$ cat src/rtl/apb_pkg.sv
// Shared definitions for the round-robin APB master: FSM encoding and defaults.
package apb_pkg;

  localparam int DEF_ADDR_W  = 8;
  localparam int DEF_DATA_W  = 32;
  localparam int DEF_TIMEOUT = 15;

  typedef enum logic [1:0] {
    ST_IDLE   = 2'd0,
    ST_SETUP  = 2'd1,
    ST_ACCESS = 2'd2
  } apb_state_t;

endpackage

$ cat src/rtl/apb_rr_arbiter.sv
// Two-way round-robin arbiter; the pointer remembers the last winner.
module apb_rr_arbiter (
  input  logic       clk,
  input  logic       rst,
  input  logic [1:0] elig,
  input  logic       grant_en,
  output logic [1:0] grant
);

  logic last;

  // A lone eligible requester wins; on contention the one not granted last wins.
  always_comb begin
    grant = 2'b00;
    case (elig)
      2'b01:   grant = 2'b01;
      2'b10:   grant = 2'b10;
      2'b11:   grant = last ? 2'b01 : 2'b10;
      default: grant = 2'b00;
    endcase
  end

  // Record the winner so the other requester has priority at the next contention.
  always_ff @(posedge clk or posedge rst) begin
    if (rst) begin
      last <= 1'b1;
    end else if (grant_en && (grant != 2'b00)) begin
      last <= grant[1];
    end
  end

endmodule

$ cat src/rtl/apb_rr_master.sv
// APB master shared by two requesters, with round-robin grant and ACCESS timeout.
module apb_rr_master
  import apb_pkg::*;
#(
  parameter int ADDR_W  = DEF_ADDR_W,
  parameter int DATA_W  = DEF_DATA_W,
  parameter int TIMEOUT = DEF_TIMEOUT
) (
  input  logic                PCLK,
  input  logic                RESET,
  input  logic [1:0]          REQ,
  input  logic [1:0]          REQ_WRITE,
  input  logic [2*ADDR_W-1:0] REQ_ADDR,
  input  logic [2*DATA_W-1:0] REQ_WDATA,
  output logic [1:0]          DONE,
  output logic                ERR,
  output logic [DATA_W-1:0]   RDATA,
  output logic                PSEL,
  output logic                PENABLE,
  output logic                PWRITE,
  output logic [ADDR_W-1:0]   PADDR,
  output logic [DATA_W-1:0]   PWDATA,
  input  logic                PREADY,
  input  logic [DATA_W-1:0]   PRDATA
);

  localparam int CNT_W = $clog2(TIMEOUT + 1);

  apb_state_t       state;
  apb_state_t       state_next;
  logic [1:0]       elig;
  logic [1:0]       grant;
  logic [1:0]       owner;
  logic [CNT_W-1:0] wait_cnt;
  logic             grant_en;
  logic             complete;
  logic             abort;

  // A requester still high during its own DONE cycle must not be re-granted.
  assign elig = REQ & ~DONE;

  apb_rr_arbiter u_arb (
    .clk      (PCLK),
    .rst      (RESET),
    .elig     (elig),
    .grant_en (grant_en),
    .grant    (grant)
  );

  // State register.
  always_ff @(posedge PCLK or posedge RESET) begin
    if (RESET) state <= ST_IDLE;
    else       state <= state_next;
  end

  // Next-state logic and APB control decode; PREADY wins over the timeout.
  always_comb begin
    state_next = state;
    grant_en   = 1'b0;
    complete   = 1'b0;
    abort      = 1'b0;
    PSEL       = 1'b0;
    PENABLE    = 1'b0;
    case (state)
      ST_IDLE: begin
        if (elig != 2'b00) begin
          grant_en   = 1'b1;
          state_next = ST_SETUP;
        end
      end
      ST_SETUP: begin
        PSEL       = 1'b1;
        state_next = ST_ACCESS;
      end
      ST_ACCESS: begin
        PSEL    = 1'b1;
        PENABLE = 1'b1;
        if (PREADY) begin
          complete   = 1'b1;
          state_next = ST_IDLE;
        end else if (wait_cnt == CNT_W'(TIMEOUT - 1)) begin
          abort      = 1'b1;
          state_next = ST_IDLE;
        end
      end
      default: state_next = ST_IDLE;
    endcase
  end

  // Wait counter: cleared on the way into ACCESS, counts ACCESS cycles without PREADY.
  always_ff @(posedge PCLK or posedge RESET) begin
    if (RESET) begin
      wait_cnt <= '0;
    end else if (state == ST_SETUP) begin
      wait_cnt <= '0;
    end else if ((state == ST_ACCESS) && !PREADY) begin
      wait_cnt <= wait_cnt + CNT_W'(1);
    end
  end

  // Latch the winner's request on grant, and report completion or timeout one cycle later.
  always_ff @(posedge PCLK or posedge RESET) begin
    if (RESET) begin
      owner  <= 2'b00;
      PWRITE <= 1'b0;
      PADDR  <= '0;
      PWDATA <= '0;
      DONE   <= 2'b00;
      ERR    <= 1'b0;
      RDATA  <= '0;
    end else begin
      DONE <= 2'b00;
      ERR  <= 1'b0;
      if (grant_en) begin
        owner  <= grant;
        PWRITE <= grant[1] ? REQ_WRITE[1] : REQ_WRITE[0];
        PADDR  <= grant[1] ? REQ_ADDR[2*ADDR_W-1:ADDR_W] : REQ_ADDR[ADDR_W-1:0];
        PWDATA <= grant[1] ? REQ_WDATA[2*DATA_W-1:DATA_W] : REQ_WDATA[DATA_W-1:0];
      end
      if (complete) begin
        DONE <= owner;
        if (!PWRITE) RDATA <= PRDATA;
      end else if (abort) begin
        DONE <= owner;
        ERR  <= 1'b1;
      end
    end
  end

endmodule
$ cat config.mk
export PLATFORM = sky130hd
export DESIGN_NAME = apb_rr_master
export DESIGN_NICKNAME = d
export VERILOG_FILES = /design/src/rtl/apb_pkg.sv /design/src/rtl/apb_rr_arbiter.sv /design/src/rtl/apb_rr_master.sv
export SDC_FILE = /design/constraint.sdc
export NUM_CORES = 1
export LEC_CHECK = 0
export BUFFER_PORTS_ARGS = -buffer_cell sky130_fd_sc_hd__buf_2
export CAP_MARGIN = 20
export CORE_UTILIZATION = 49
export CTS_BUF_LIST = sky130_fd_sc_hd__clkbuf_4
export DETAILED_ROUTE_END_ITERATION = 16
export HOLD_SLACK_MARGIN = 0.03
export PLACE_DENSITY = 0.88
export SLEW_MARGIN = 20
export SYNTH_ARGS = -nofsm -noshare
export SYNTH_HDL_FRONTEND = slang
export SYNTH_SLANG_ARGS = --single-unit
$ cat constraint.sdc
create_clock -name PCLK -period 3 [get_ports PCLK]
set_input_delay 0.45 -clock PCLK [delete_from_list [all_inputs] [get_ports PCLK]]
set_output_delay 0.45 -clock PCLK [all_outputs]
set_load 0.01 [all_outputs]
==> reports/metrics.csv <==
metric,value,unit
via_per_inst,5.99,
grt_use_total,0.258,
reg2reg_depth,5,
synth_seq_cells,85,
synthFlopType,dfrtp_1,
clock_latency,420,ps
grt_first_pass_wirelength,18300,um
die_w,96.2,um
drive_gt1_frac,0.425,
dp_hpwl,8650,um
yosys_warnings,0,
boundaryPins,197,
ctsHoldBuffers,0,
antenna_left,0,
multi_input_area,1810,um2
worstReg2RegEnd,PADDR[6],
cp-end-kind,flop,
path_depth,5,
synth.top_cells.by_area,"dfrtp_1, o221ai_1, o32ai_1",
synth_commonest_cells,"dfrtp_1, inv_1, nor2_1, o22ai_1",
clock.fmax,0.520,GHz
grt_pass1_vias,3872,
area_growth,26.9,%
die_area,9250,um2
grt_antenna_before_repair,0,
postSynthAreaPerCell,10.6,um2
cts_resized,0,
power_density,946,nW/um2
die_h,96.2,um
ir_worst_vdd,0.563,mV
seqCellArea,2130,um2
io_buffers,196,
required,3340,ps
worst_r2r_startpoint,state[1],
synth_edf_count,0,
wire_per_inst,17.6,um
cts_buffers,9,
yosys.area.top_type,dfrtp_1,
antennaDiodeCount,0,
start_util,0.518,
async_flop_share,1.00,
post-cts-setup-buffers,0,
gp_congestion,0.759,
syn_nets,534,
nFillCells,679,
final_cells,695,
post-route-period-util,0.642,
ys_seq_area_frac,0.490,
num_vias,4166,
tightest_slew,693,ps
rsz0062_at_grt,no,
endpoint,PADDR[6],
ys_types,33,
cp_slowest_cell,dfrtp_1,
synth_cells,409,
start_kind,flop,
whs,76.7,ps
grt_max_degree,86,
cts.clk_slew.worst_paths,160,ps
rrSetupSlack,1080,ps
slew_headroom,0.538,
num_rows,33,
cp_data_arrival_time,2260,ps
worst-setup-path-type,flop to flop,
period_needed,1920,ps
final_area,5510,um2
slew_viol_final,0,
cts_buffer_depth,2,
synth_top_area_frac,0.484,
synthesis.area,4340,um2
fin_skew,21.3,ps
path_cells,inv_1 > ha_2 > buf_4 > o221ai_1 > o32ai_1,
cts_root_buf,clkbuf_4,
cpPeakStageDelay,430,ps
cts_tree,done,
placed_cells,679,
drc,0,
synth.most_common_cell,dfrtp_1,
grt_overflow_total,0,
drtIter0Drc,271,
fin_setup_tns,0,ps
hold_class,primary input to async pin,
crit_buf_inv,2,
firstDrtPassIters,7,
htree_levels,3,
path_max_fanout,31,
maxCapViolations,0,
drt_wl_total,12200,um
p_leak,2.69,nW
cts_sinks,85,
fp.coreArea,8380,um2
status,completed,
setup_violations,0,
startpoint,state[1],
crit_family,buffers and inverters,
finalHoldViolCount,0,
nNetsFinal,710,
postPlaceCellArea,5340,um2
power breakdown:
group	switching (W)	leakage, nW	total [W]	internal, W
logic	0.00138	1.55	0.00247	0.00109
registers	0.000293	1.05	0.00197	0.00167
clock network	0.000428	0.0891	0.000779	0.000351
final cells by class:
class	instances	share of cell area
clock buffers	9	0.0123
repair buffers	206	0.198
clock inverters	7	0.0191
well taps	105	0.0238
inverters	46	0.0315
multi-input cells	237	0.329
flip-flops and latches	85	0.386
sequential cells by signal (all words and copies together), names as in the netlist, 2 cells and up:
register  flops
DONE          2
owner         2
wait_cnt      4
RDATA        32
state         2
PWDATA       32
PADDR         8
routing by layer:
layer | track usage | part of all wire
met5 | 0 | 0
met4 | 0.108 | 0.022
met3 | 0.0695 | 0.11
met2 | 0.430 | 0.48
met1 | 0.315 | 0.39
metrics by stage:
stage	power, W	worst slack [ps]	util
2_1_floorplan	0.00352	358	-
3_3_place_gp	0.00433	1100	0.637
3_5_place_dp	0.00446	1030	0.637
4_1_cts	0.00525	1070	0.658
5_1_grt	0.00557	936	0.658
6_report	0.00522	1080	0.658
worst register-to-register path, cell delays in order (launching register included):
cell and delay [ps]:
dfrtp_1 430, inv_1 120, ha_2 430, buf_4 400
o221ai_1 190, o32ai_1 260
cells by family (layout without fill, tap and decap cells):
| group | Yosys count | count (layout) | synth area share |
|---|---|---|---|
| and+or+nand+nor | 59 | 59 | 0.0582 |
| muxes | 33 | 33 | 0.0855 |
| buffers and inverters | 87 | 268 | 0.0968 |
| DFF | 85 | 85 | 0.490 |
| adders and majority gates | 6 | 6 | 0.0173 |
| AOI/OAI and AO/OA | 138 | 138 | 0.250 |
| xor gates and xnor gates | 1 | 1 | 0.00202 |
cell usage in the layout (no fill, tap or decap), drive strengths merged, types with 3 or more instances in the layout:
| cell | synthesis | final |
|---|---|---|
| ha | 6 | 6 |
| o22ai | 42 | 42 |
| buf | 32 | 206 |
| dfrtp | 84 | 84 |
| mux2 | 33 | 33 |
| nand3 | 3 | 3 |
| o32ai | 42 | 42 |
| inv | 46 | 48 |
| a21oi | 5 | 5 |
| nand2 | 3 | 3 |
| nor2 | 44 | 44 |
| o221ai | 41 | 41 |
| clkbuf | 9 | 9 |
| nor2b | 3 | 3 |
worst min-delay path by stage:
stage	from	cells after the start	slack, ps	endpoint
global placement	RDATA[19]	1	470	RDATA[19]
floorplan	owner[1]	1	470	owner[1]
CTS	RESET	3	80	PWDATA[10]
global route	RESET	3	110	PWDATA[14]
detailed placement	RDATA[6]	1	480	RDATA[6]
finish	RESET	3	80	PWDATA[14]
(Power assumes the default switching activity.)
